<file path="src/rtl/wadd_pkg.sv">
// Shared types and constants for the serial wide adder.
//   wadd_state_t : sequencing states (IDLE, RUN, DONE)
//   NIB_BITS     : bits consumed per clock by the nibble datapath
package wadd_pkg;

    typedef enum logic [1:0] {
        IDLE = 2'd0,
        RUN  = 2'd1,
        DONE = 2'd2
    } wadd_state_t;

    localparam int NIB_BITS = 4;

endpackage

</file>
<file path="src/rtl/adder_4bit.sv">
// 4-bit combinational ripple adder used as the per-cycle datapath.
// Ports:
//   a, b : 4-bit operands
//   cin  : carry in
//   sum  : 4-bit sum
//   cout : carry out
module adder_4bit (
    input  logic [3:0] a,
    input  logic [3:0] b,
    input  logic       cin,
    output logic [3:0] sum,
    output logic       cout
);

    assign {cout, sum} = {1'b0, a} + {1'b0, b} + {4'b0000, cin};

endmodule

</file>
<file path="src/rtl/serial_wide_adder.sv">
// Multi-cycle WIDTH-bit adder: one nibble per clock, LS nibble first, with
// valid/ready handshakes on input and output.
// Optional feature macro: WADD_SUB_EN (adds op_sub port, A - B mode).
// Ports:
//   clk, rst_n            : clock, async active-low reset
//   in_valid / in_ready   : operand handshake (ready only in IDLE)
//   in_a, in_b, in_cin    : operands and LS carry-in
//   op_sub                : subtract select (only with WADD_SUB_EN)
//   out_valid / out_ready : result handshake
//   out_sum, out_cout     : result and MSB carry-out
//   out_ovf               : two's-complement overflow
//   busy                  : operation in RUN or DONE
//
// state | meaning
// IDLE  | waiting for operands, in_ready high
// RUN   | one nibble added per cycle, NIB cycles
// DONE  | result held until out_ready
module serial_wide_adder
    import wadd_pkg::*;
#(
    parameter int WIDTH = 16
) (
    input  logic             clk,
    input  logic             rst_n,
    input  logic             in_valid,
    output logic             in_ready,
    input  logic [WIDTH-1:0] in_a,
    input  logic [WIDTH-1:0] in_b,
    input  logic             in_cin,
`ifdef WADD_SUB_EN
    input  logic             op_sub,
`endif
    output logic             out_valid,
    input  logic             out_ready,
    output logic [WIDTH-1:0] out_sum,
    output logic             out_cout,
    output logic             out_ovf,
    output logic             busy
);

    localparam int NIB   = WIDTH / NIB_BITS;
    localparam int CNT_W = (NIB > 1) ? $clog2(NIB) : 1;
    localparam logic [CNT_W-1:0] LAST_CNT = CNT_W'(NIB - 1);

    generate
        if ((WIDTH % NIB_BITS) != 0 || WIDTH < NIB_BITS) begin : g_bad_width
            $error("serial_wide_adder: WIDTH must be a multiple of 4 and >= 4");
        end
    endgenerate

    wadd_state_t      r_state;
    wadd_state_t      w_state_nxt;
    logic [WIDTH-1:0] r_a;
    logic [WIDTH-1:0] r_b;
    logic [WIDTH-1:0] r_sum;
    logic             r_carry;
    logic             r_cout;
    logic             r_ovf;
    logic             r_msb_a;
    logic             r_msb_b;
    logic [CNT_W-1:0] r_cnt;

    logic             w_sub;
    logic [WIDTH-1:0] w_b_eff;
    logic             w_cin_eff;
    logic             w_accept;
    logic             w_last;
    logic [3:0]       w_nib_sum;
    logic             w_nib_cout;

`ifdef WADD_SUB_EN
    assign w_sub = op_sub;
`else
    assign w_sub = 1'b0;
`endif

    // Subtraction is A + ~B + 1; in_cin is ignored in that mode.
    assign w_b_eff   = w_sub ? ~in_b : in_b;
    assign w_cin_eff = w_sub ? 1'b1 : in_cin;

    assign in_ready  = (r_state == IDLE);
    assign busy      = (r_state != IDLE);
    assign out_valid = (r_state == DONE);
    assign out_sum   = r_sum;
    assign out_cout  = r_cout;
    assign out_ovf   = r_ovf;

    assign w_accept = in_valid && in_ready;
    assign w_last   = (r_state == RUN) && (r_cnt == LAST_CNT);

    adder_4bit u_nib (
        .a    (r_a[3:0]),
        .b    (r_b[3:0]),
        .cin  (r_carry),
        .sum  (w_nib_sum),
        .cout (w_nib_cout)
    );

    always_ff @(posedge clk or negedge rst_n) begin
        if (!rst_n) begin
            r_state <= IDLE;
        end else begin
            r_state <= w_state_nxt;
        end
    end

    always_comb begin
        w_state_nxt = r_state;
        unique case (r_state)
            IDLE:    if (in_valid) w_state_nxt = RUN;
            RUN:     if (w_last)   w_state_nxt = DONE;
            DONE:    if (out_ready) w_state_nxt = IDLE;
            default: w_state_nxt = IDLE;
        endcase
    end

    always_ff @(posedge clk or negedge rst_n) begin
        if (!rst_n) begin
            r_a     <= '0;
            r_b     <= '0;
            r_sum   <= '0;
            r_carry <= 1'b0;
            r_cout  <= 1'b0;
            r_ovf   <= 1'b0;
            r_msb_a <= 1'b0;
            r_msb_b <= 1'b0;
            r_cnt   <= '0;
        end else if (w_accept) begin
            r_a     <= in_a;
            r_b     <= w_b_eff;
            r_carry <= w_cin_eff;
            r_msb_a <= in_a[WIDTH-1];
            r_msb_b <= w_b_eff[WIDTH-1];
            r_cnt   <= '0;
        end else if (r_state == RUN) begin
            // Nibble sums enter from the top; after NIB shifts the
            // first one sits at bit 0.
            r_sum   <= WIDTH'({w_nib_sum, r_sum} >> NIB_BITS);
            r_a     <= r_a >> NIB_BITS;
            r_b     <= r_b >> NIB_BITS;
            r_carry <= w_nib_cout;
            r_cnt   <= r_cnt + 1'b1;
            if (w_last) begin
                r_cout <= w_nib_cout;
                r_ovf  <= (r_msb_a == r_msb_b) && (w_nib_sum[3] != r_msb_a);
            end
        end
    end

endmodule

</file>
<file path="config.mk">
export PLATFORM = sky130hd
export DESIGN_NAME = serial_wide_adder
export DESIGN_NICKNAME = d
export VERILOG_FILES = /design/src/rtl/wadd_pkg.sv /design/src/rtl/adder_4bit.sv /design/src/rtl/serial_wide_adder.sv
export SDC_FILE = /design/constraint.sdc
export NUM_CORES = 1
export LEC_CHECK = 0
export ABC_AREA = 1
export CAP_MARGIN = 20
export CORE_MARGIN = 3
export CORE_UTILIZATION = 55
export DETAILED_ROUTE_END_ITERATION = 8
export DONT_BUFFER_PORTS = 1
export GPL_ROUTABILITY_DRIVEN = 0
export PLACE_DENSITY = 0.8
export SYNTH_ARGS = -nofsm -noshare
export SYNTH_HDL_FRONTEND = slang
export SYNTH_SLANG_ARGS = --single-unit
</file>
<file path="constraint.sdc">
create_clock -name clk -period 3 [get_ports clk]
set_input_delay 0.15 -clock clk [delete_from_list [all_inputs] [get_ports clk]]
set_output_delay 0.15 -clock clk [all_outputs]
set_load 0.01 [all_outputs]
</file>
# ---- After elaboration in Yosys (flattened, before gate mapping)
# Cells that the tools add are included.
# W data, S select, Z words.
dict set report classes {
  addsub 3
  n_eq_ne 8
  mux 12
  bitwise 1
  n_reduce_logical 9
}
# operator n
set op_table {}
lappend op_table {{$mux W16} 4}
lappend op_table {{$mux W2} 5}
lappend op_table {{$pmux W2 S3} 1}
lappend op_table {{$reduce_and A3 Y1} 2}
lappend op_table {{$add A4 B4 Y5} 1}
lappend op_table {{$add A5 B1 Y5} 1}
lappend op_table {{$eq A2 B2 Y1 const B} 2}
lappend op_table {{$ne A2 B2 Y1 const B} 2}
lappend op_table {{$reduce_bool A2 Y1} 2}
lappend op_table {{$logic_and A1 B1 Y1} 3}
lappend op_table {{$add A2 B1 Y2 const B} 1}
lappend op_table {{$eq A2 B1 Y1 const B} 1}
lappend op_table {{$logic_not A2 Y1} 1}
lappend op_table {{$mux W1} 2}
lappend op_table {{$ne A2 B1 Y1 const B} 1}
lappend op_table {{$reduce_and A2 Y1} 1}
lappend op_table {{$eq A1 B1 Y1} 1}
lappend op_table {{$ne A1 B1 Y1} 1}
lappend op_table {{$not A1 Y1} 1}
dict set report totals {
  ff_bits 57
  wordCells 43
}

# ---- Logic depth before layout (Yosys ltp)
# Gate-level depths: netlist of the first run.
dict set report depth {
  word_depth 4
  mapped_depth 8
  depth_no_buf 8
}

# ---- By module
# Synthesis of the first run repeated with hierarchy kept, for this count alone.
dict set report hier_totals {
  cells_unflattened 296
  area_unflattened_um2 2587.5
}
# module n_inst cells_each area_each_um2
set modules_own_cells {}
lappend modules_own_cells {serial_wide_adder 1 271 2422.3}
lappend modules_own_cells {adder_4bit 1 25 165.2}

# ---- Worst setup path before layout of the first run
# Ideal clock, no wire load.
dict set report synth_timing {
  path_type {register to register}
  startpoint {reg r_a[0]}
  endpoint {reg r_carry}
  setup_time_ns 0.124
  t_arrival_ns 1.390
  required_time_ns 2.876
  slack_ns 1.486
  stages_incl_launch_ff 9
  n_path_buf 0
  path_cell_list {dfrtp_1 > fa_1 > inv_1 > fa_1 > inv_1 > a21oi_1 > o21bai_1 > nand2_1 > nand3_1}
}
dict set report synth_between {
  elab_chain_cells 4
}
# element line_no
set synth_lines {}
lappend synth_lines {{start, declared} serial_wide_adder.sv:53} ;# logic [WIDTH-1:0] r_a;
lappend synth_lines {{start signal, assigned} serial_wide_adder.sv:129} ;# r_a <= in_a;
lappend synth_lines {{start signal, assigned} serial_wide_adder.sv:139} ;# r_a <= r_a >> NIB_BITS;
lappend synth_lines {{$add A4 B4 Y5} adder_4bit.sv:15} ;# assign {cout, sum} = {1'b0, a} + {1'b0, b} + {4'b0000, cin};
lappend synth_lines {{$add A5 B1 Y5} adder_4bit.sv:15}
lappend synth_lines {{$mux W1} serial_wide_adder.sv:135} ;# end else if (r_state == RUN) begin
lappend synth_lines {{$mux W1} serial_wide_adder.sv:128} ;# end else if (w_accept) begin
lappend synth_lines {{end signal, assigned} serial_wide_adder.sv:131} ;# r_carry <= w_cin_eff;
lappend synth_lines {{end signal, assigned} serial_wide_adder.sv:141} ;# r_carry <= w_nib_cout;
lappend synth_lines {{end, declared} serial_wide_adder.sv:56} ;# logic r_carry;
# Every way passes these cells. The select of a mux whose other input is x is not followed.
# A chain may end at the register's enable or synchronous reset.

# ---- Final worst setup path of the first run
# Ends and elaborated chain as after synthesis.

==> impl_metrics.ini, run 1 <==
[outcome]
outcome = finished, final reports clean

[synthesis]
yosysUniqueCellTypes = 31
synth_area_um2 = 2630
ys_warn_count = 0
async_flop_share = 1.00
synth_edf_count = 0
synth.area.top_cells = dfrtp_1 (54%), nand2_1 (8.7%), nand3_1 (5.0%)
yosysSeqAreaShare = 0.543
synth_top_cell_area_share = 0.543
syn_inst = 265
synth.avg_cell_area_um2 = 9.91
ys_ff_latch = 57
yosysTopAreaCell = dfrtp_1
synthFlopType = dfrtp_1
synth_nets = 308

[global_routing]
grt_usage = 0.212
antenna_found_initial = 0
grt_pass1_vias = 1868
grt_max_degree = 58
grt_overflow_total = 0
grt_pass1_wl_um = 8850

[route]
drc = 0
drt_wl_total_um = 5260
antenna_left = 0
firstDrtPassIters = 4
vias_per_cell = 5.43
vias = 1932
wl_per_cell_um = 14.8
dr.first_iter.drc_count = 93

[min_path]
hold_class = input pin to register
hold_depth = 2

[placed_design]
port_buffers = 0
dpl_cell_area_um2 = 2590
dp_cells = 305
dpl.hpwl_um = 3170

[floorplan]
num_io_pins = 58
die_x_um = 75.1
fp.coreArea_um2 = 4470
die_area_um2 = 5640
initial_core_util = 0.587
fp.dieH_um = 75.1
fp-row-count = 24

[power_and_ir_drop]
total_power_mw = 3.47
ir_drop_mv = 0.565
p_leak_nw = 1.48
power_density_nw_per_um2 = 1100

[cells_and_area]
area.growth.synth_to_final_pct = 19.9
num-nets-final = 342
final_cell_count_no_fill = 356
drive_above_1_share = 0.118
num_antenna_cells = 0
stdcell_area_um2 = 3150

[clock_tree]
clk_path_buf_depth = 2
cts_buffers = 9
cts_setup_buffers = 0
htreeDepth = 3
cts-root-buf = clkbuf_8
clk_pin_slew_ns = 0.07
worstSkewPairLatency_ns = 0.33
cts.sinks = 57
cts_tree = built

[timing]
slew_headroom = 0.617
timing.final.hold_violations = 0
final.period_utilization = 0.540
setup_tns_ns = 0
fmax_mhz = 617
finClkSkew_ns = 0.0101
finalSetupViolations = 0
min_period_ns = 1.62
worst_slew_pin_slew_ns = 0.574
fin_hold_ws_ns = 0.0125
rsz0062_at_grt = no
slew_viol_final = 0

[critical_path]
startpoint_type = register
r2r_cells = 8
worstPathMaxFanout = 3
end_kind = register
required_ns = 3.21
critPathArrivalTime_ns = 1.83
path_class = register to register

[job]
cap_violations = 0
==> registers in the layout, summed over array words and instances, names as in the netlist <==
register / count
r_msb_b: 1
r_cnt: 2
r_msb_a: 1
out_sum: 16
out_ovf: 1
out_cout: 1
r_b: 16
r_a: 16
r_state: 2
r_carry: 1
==> what timing repair did <==
action / in CTS / in global routing
hold buffers: 35 / 0
gates resized for setup: 0 / 0
endpoints found under the hold margin: 92 / 0
==> where the power goes <==
group	switching, mW	internal [mW]	leakage, nW	total [mW]
clock	0.289	0.387	0.102	0.676
sequential	0.257	1.13	0.721	1.39
combinational	0.908	0.501	0.658	1.41
==> cell usage in the layout, fill, tap and decap left out <==
master          n
a21oi_1         3
a21oi_2         1
a22oi_1         5
a22oi_2         3
buf_16          1
clkbuf_1        1
clkbuf_8       13
clkinv_2        2
dfrtp_1        57
dlygate4sd3_1  34
fa_1            2
ha_1            4
inv_1          34
inv_2           1
inv_4           1
inv_8           1
nand2_1        61
nand2_2         2
nand2_4         1
nand2_8         2
nand3_1        26
nor2_1          3
nor2_4          1
o211ai_1        6
o21ai_0        17
o21ai_1         4
o21ai_2         6
o21bai_1        1
o221ai_1        9
o221ai_2        1
o31ai_1         1
==> cell type report <==
type                       count  area, um2
clock buffer                  14        183
clock inverter                 2       10.0
fill                         336       1330
inverter                      37        149
multi-input combinational    159        946
sequential                    57       1430
tap                           52       65.1
timing repair buffer          35        368
==> synth_stat cells (3+ instances only) <==
cell type,instances
nand2_1,61
dfrtp_1,57
inv_1,34
nand3_1,26
o21ai_0,17
o221ai_1,9
o211ai_1,6
o21ai_2,6
a22oi_1,5
buf_2,4
buf_6,4
ha_1,4
o21ai_1,4
a21oi_1,3
a22oi_2,3
nor2_1,3
==> metal layers <==
layer	GRT usage	share of wire
met3	0.0801	0.085
met4	0.0771	0.012
met2	0.311	0.46
met1	0.287	0.44
met5	0	0
==> through the flow <==
| step | worst slack [ns] | util |
|---|---|---|
| after floorplan | 1.49 | - |
| after global placement | 1.42 | 0.578 |
| after detailed placement | 1.37 | 0.578 |
| after CTS | 1.37 | 0.703 |
| after global routing | 1.21 | 0.703 |
| final | 1.38 | 0.703 |
==> cells by family after synthesis <==
| logic type | Yosys count | synth area share |
|---|---|---|
| AND/OR/NAND/NOR | 96 | 0.170 |
| buffers and inverters | 49 | 0.0963 |
| adder cells (fa/ha/maj) | 6 | 0.0343 |
| flip-flops | 57 | 0.543 |
| AO/OA/AOI/OAI | 57 | 0.156 |
==> worst max-delay path, stage by stage, from the launching register on <==
cell      delay, ns
dfrtp_1        0.40
fa_1           0.47
inv_1          0.09
fa_1           0.16
inv_1          0.05
a21oi_1        0.12
o21bai_1       0.09
nand2_1        0.07
nand3_1        0.06
==> path summary, 6_finish.rpt <==
| path | end | slack (ns) | startpoint |
|---|---|---|---|
| min in group asynchronous | r_b[0] | 0.35 | rst_n |
| max reg2reg | r_carry | 1.38 | r_a[0] |
| max in group asynchronous | r_a[5] | 2.42 | rst_n |
| max | r_carry | 1.38 | r_a[0] |
| min | r_carry | 0.01 | in_cin |
| min reg2reg | r_cnt[0] | 0.49 | r_cnt[0] |
Note: power is estimated with default switching activity, not from simulation.
==> run 2, diff against run 1 <==
Settings changed: PLACE_DENSITY 0.8 to 0.83.
Clock period 3 ns to 1.3 ns, I/O delays scaled along.
==> impl_metrics.ini, run 2 (same netlist as run 1, synthesis figures left out) <==
[global_routing]
grt_pass1_vias = 2138
grt_usage = 0.230
antenna_found_initial = 0
grt_pass1_wl_um = 9630
grt_overflow_total = 0
grt_max_degree = 58

[placed_design]
dpl.hpwl_um = 3460
dp_cells = 314
port_buffers = 0
dp_slack_ns = -0.209
dpl_cell_area_um2 = 2680

[timing]
min_period_ns = 1.56
setup_tns_ns = -1.21
fin_hold_ws_ns = -0.585
slew_viol_final = 0
finalSetupViolations = 6
slew_headroom = 0.820
fmax_mhz = 639
finClkSkew_ns = 0.00649
rsz0062_at_grt = yes
final.period_utilization = 1.20
layout_setup_ws_ns = -0.264
timing.final.hold_violations = 57
worst_slew_pin_slew_ns = 0.270

[clock_tree]
cts-root-buf = clkbuf_8
clk_pin_slew_ns = 0.07
cts_tree = built
cts_buffers = 9
htreeDepth = 3
cts.sinks = 57
hold_buffers = 34
worstSkewPairLatency_ns = 0.34
clk_path_buf_depth = 2

[min_path]
hold_class = input pin to asynchronous set/reset pin

[power_and_ir_drop]
p_leak_nw = 1.56
total_power_mw = 9.16
ir_drop_mv = 1.56
power_density_nw_per_um2 = 2750

[floorplan]
fp.dieH_um = 75.1
fp-row-count = 24
die_area_um2 = 5640
num_io_pins = 58
fp.coreArea_um2 = 4470
initial_core_util = 0.587
die_x_um = 75.1

[cells_and_area]
drive_above_1_share = 0.193
stdcell_area_um2 = 3330
multi_input_area_um2 = 982
regArea_um2 = 1430
final_cell_count_no_fill = 368
layout_commonest_cell = nand2_1
layout_common_cells = nand2_1 (59), dfrtp_1 (56), dlygate4sd3_1 (34), inv_1 (32), nand3_1 (22)
num_antenna_cells = 0
fin_util = 0.744
num-nets-final = 355
area.growth.synth_to_final_pct = 26.9
fill_cells = 297

[critical_path]
required_ns = 1.52
cp.buffers_inverters = 2
cp_slowest_stage_delay_ns = 0.41
path_class = register to register
path_delay_family = adder cells
end_kind = register
worstPathMaxFanout = 3
startpoint_type = register
critPathArrivalTime_ns = 1.79
crit_chain = fa_2 > inv_2 > fa_2 > inv_2 > a21oi_2 > o21bai_1 > nand2_1 > nand3_1
cp_slowest_cell = dfrtp_1

[outcome]
outcome = finished, violations left
violations = hold timing, setup timing

[route]
drt_wl_total_um = 5880
vias_per_cell = 5.53
firstDrtPassIters = 4
wl_per_cell_um = 16.0
drc = 0
dr.first_iter.drc_count = 121
antenna_left = 0
vias = 2035

[job]
cap_violations = 0
-- run 2: changes by cell type in the layout (fill, tap and decap cells not counted), sizes merged --
cell    delta
clkbuf     -1
bufinv     +2
buf       +13
inv        -1
clkinv     -1
-- run 2: layer usage --
metal | track usage | vias to the layer above | wire [um]
li1 | - | 973 | -
met1 | 0.263 | 975 | 2390
met2 | 0.389 | 76 | 2950
met3 | 0.0868 | 11 | 442
met4 | 0.0909 | 0 | 94
met5 | 0 | - | 0
-- run 2: final timing paths --
kind	from	to	slack, ns	cells after the start
min	rst_n	r_carry	-0.59	0
max in group asynchronous	rst_n	r_state[0]	1.77	0
min reg2reg	r_cnt[0]	r_cnt[0]	0.50	1
max reg2reg	r_carry	r_carry	-0.26	8
max	r_carry	r_carry	-0.26	8
min in group clk	in_valid	r_a[3]	0.02	3
-- run 2: cell type report --
cell class | count | area share
clock buffers | 13 | 0.0507
clock inverters | 2 | 0.0180
inverters | 37 | 0.0470
multi-input cells | 159 | 0.295
flip-flops and latches | 57 | 0.429
well taps | 52 | 0.0195
repair buffers | 48 | 0.141
-- run 2: where the power goes --
part           leakage (nW)  total [mW]  switching [mW]  internal [mW]
Sequential            0.720        3.25           0.632           2.62
Combinational         0.724        4.00            2.36           1.63
Clock                 0.116        1.91           0.683           1.23
Total                  1.56        9.16            3.68           5.48
-- run 2: worst reg2reg max path, delay by kind of cell (launching register included) --
| kind | cells | cell delay (ns) |
|---|---|---|
| AND/OR/NAND/NOR | 2 | 0.14 |
| adder cells (fa/ha/maj) | 2 | 0.58 |
| flip-flops | 1 | 0.41 |
| AO/OA/AOI/OAI | 2 | 0.20 |
| buffers and inverters | 2 | 0.11 |
-- run 2: timing repair --
action | CTS | global route
resized for setup | 7 | 7
setup endpoints to repair | 6 | 28
pin swaps | 1 | 3
buffers inserted | 2 | 3
endpoints found under the hold margin | 93 | 57
==> run 3, diff against run 2 <==
Settings changed: ABC_AREA 1 to 0.
==> impl_metrics.ini, run 3 <==
[job]
cap_violations = 0

[synthesis]
synth_area_um2 = 2440
synth.area.top_cells = dfrtp_1 (59%), nand2_1 (16%), a22oi_1 (7.1%)
synthFlopType = dfrtp_1
synth_top_cell_area_share = 0.585
async_flop_share = 1.00
yosysTopAreaCell = dfrtp_1
yosysSeqAreaShare = 0.585
ys_warn_count = 0
synth.avg_cell_area_um2 = 9.71
yosysUniqueCellTypes = 30
synth.most_common_cell = nand2_1
synth_nets = 294
syn_inst = 251
synth_edf_count = 0
synthTopCellsByCount = nand2_1 (103), dfrtp_1 (57), a22oi_1 (23)
ys_ff_latch = 57

[power_and_ir_drop]
switching_power_mw = 5.07
p_leak_nw = 1.85
seqPwrFrac = 0.318
total_power_mw = 11.4
cell_internal_pwr_mw = 6.32
p_comb_frac = 0.548
ir_drop_mv = 1.96
power_density_nw_per_um2 = 2990
clockPowerShare = 0.133
power_switching_share = 0.445

[placed_design]
port_buffers = 0
dp_cells = 310
dpl.hpwl_um = 3620

[cells_and_area]
fill_cells = 131
final_cell_count_no_fill = 373
num_antenna_cells = 0
multi_input_area_um2 = 1350
num-nets-final = 361
regArea_um2 = 1430
drive_above_1_share = 0.424
area.growth.synth_to_final_pct = 56.1
layout_commonest_cell = nand2_1
layout_common_cells = nand2_1 (62), dfrtp_1 (57), dlygate4sd3_1 (34), nand2_2 (24), buf_4 (18)

[global_routing]
grt_overflow_total = 0
grt_pass1_vias = 2286
grt_usage = 0.298
grt_pass1_wl_um = 11400
grt_max_degree = 58
antenna_found_initial = 0

[critical_path]
required_ns = 1.57
startpoint_type = register
critPathArrivalTime_ns = 2.07
path_delay_family = simple AND/OR/NAND/NOR gates
end_kind = register
path_class = register to register
cp_slowest_stage_delay_ns = 0.48
cp.buffers_inverters = 0
cp_slowest_cell = or4_4
crit_chain = ha_4 > a21oi_4 > and3_4 > or4_4 > a41oi_2
worstPathMaxFanout = 3

[timing]
final.period_utilization = 1.38
timing.final.hold_violations = 57
slew_viol_final = 0
setup_tns_ns = -4.59
layout_setup_ws_ns = -0.494
rsz0062_at_grt = yes
finalSetupViolations = 38
fin_hold_ws_ns = -0.601
fmax_mhz = 557
finClkSkew_ns = 0.0113
slew_headroom = 0.751
min_period_ns = 1.79
worst_slew_pin_slew_ns = 0.372

[clock_tree]
cts-root-buf = clkbuf_8
worstSkewPairLatency_ns = 0.35
cts.sinks = 57
clk_path_buf_depth = 2
cts_buffers = 9
clk_pin_slew_ns = 0.07
hold_buffers = 34
cts_tree = built
htreeDepth = 3

[route]
drt_wl_total_um = 9260
antenna_left = 0
dr.first_iter.drc_count = 179
wl_per_cell_um = 24.8
drc = 0
vias_per_cell = 6.33
firstDrtPassIters = 5
vias = 2362

[floorplan]
initial_core_util = 0.588
num_io_pins = 58
fp-row-count = 23
fp.dieH_um = 72.6
die_x_um = 72.6
die_area_um2 = 5270
fp.coreArea_um2 = 4140

[outcome]
violations = hold timing, setup timing
outcome = finished, violations left

[min_path]
hold_class = input pin to asynchronous set/reset pin
-- run 3: cell types whose count changed after synthesis, sizes merged, moves of 3 or more --
cell,delta
o21ai,-14
a22oi,+15
buf,-3
nand3,-25
o221ai,-10
o211ai,-5
inv,-30
nand2,+37
clkbuf,+6
-- run 3: cell families after synthesis --
logic type | Yosys count | share of synthesized area
fa+ha+maj | 6 | 0.0370
simple gates | 114 | 0.187
flops | 57 | 0.585
compound gates | 49 | 0.141
buf+inv | 22 | 0.0375
mux | 2 | 0.00924
xor+xnor | 1 | 0.00359
-- run 3: what timing repair did --
action,4_1_cts,5_1_grt
cloned,3,2
gates resized for setup,29,91
endpoints found under the hold margin,93,57
pin swaps,14,38
buffers inserted,9,1
endpoints found under the setup margin,39,51
-- run 3: path summary, 6_finish.rpt --
check                           depth (start not counted)  slack [ns]     start  endpoint
worst max-delay path                                    5       -0.49    r_a[2]   out_ovf
worst min-delay path                                    0       -0.60     rst_n    r_b[8]
worst max register to register                          5       -0.49    r_a[2]   out_ovf
worst min register to register                          2        0.52    r_a[9]    r_a[9]
max in group asynchronous                               0        1.81     rst_n    r_a[5]
min in group clk                                        3        0.24  in_valid   r_msb_b
-- run 3: stage by stage --
stage / hold WS (ns) / instance area, um2 / utilization / setup WS (ns)
floorplan: -0.231 / 2470 / - / -0.292
global placement: -0.229 / 2690 / 0.648 / -0.319
detailed placement: -0.229 / 2690 / 0.648 / -0.361
CTS: -0.596 / 3430 / 0.827 / -0.365
global route: -0.609 / 3800 / 0.918 / -0.513
finish: -0.601 / 3800 / 0.918 / -0.494
-- run 3: per-layer routing --
metal  track usage  wire length, um
met1         0.330             3240
met5             0                0
met2         0.521             4750
met3        0.0799              642
met4         0.154              631
-- run 3: power groups by stage --
stage	clock network, mW	logic [mW]	registers [mW]
final	1.52	6.24	3.62
after global placement	0	3.49	3.27
after global routing	1.59	6.60	3.68
after floorplan	0	2.43	3.15
after detailed placement	0	3.65	3.32
after CTS	1.47	4.52	3.32
-- run 3: layout make-up --
| cell class | count | area share |
|---|---|---|
| Inverter | 7 | 0.00691 |
| Clock inverter | 3 | 0.00395 |
| Clock buffer | 13 | 0.0418 |
| Tap cell | 50 | 0.0164 |
| Timing Repair Buffer | 71 | 0.201 |
| Multi-Input combinational cell | 172 | 0.355 |
| Sequential cell | 57 | 0.375 |
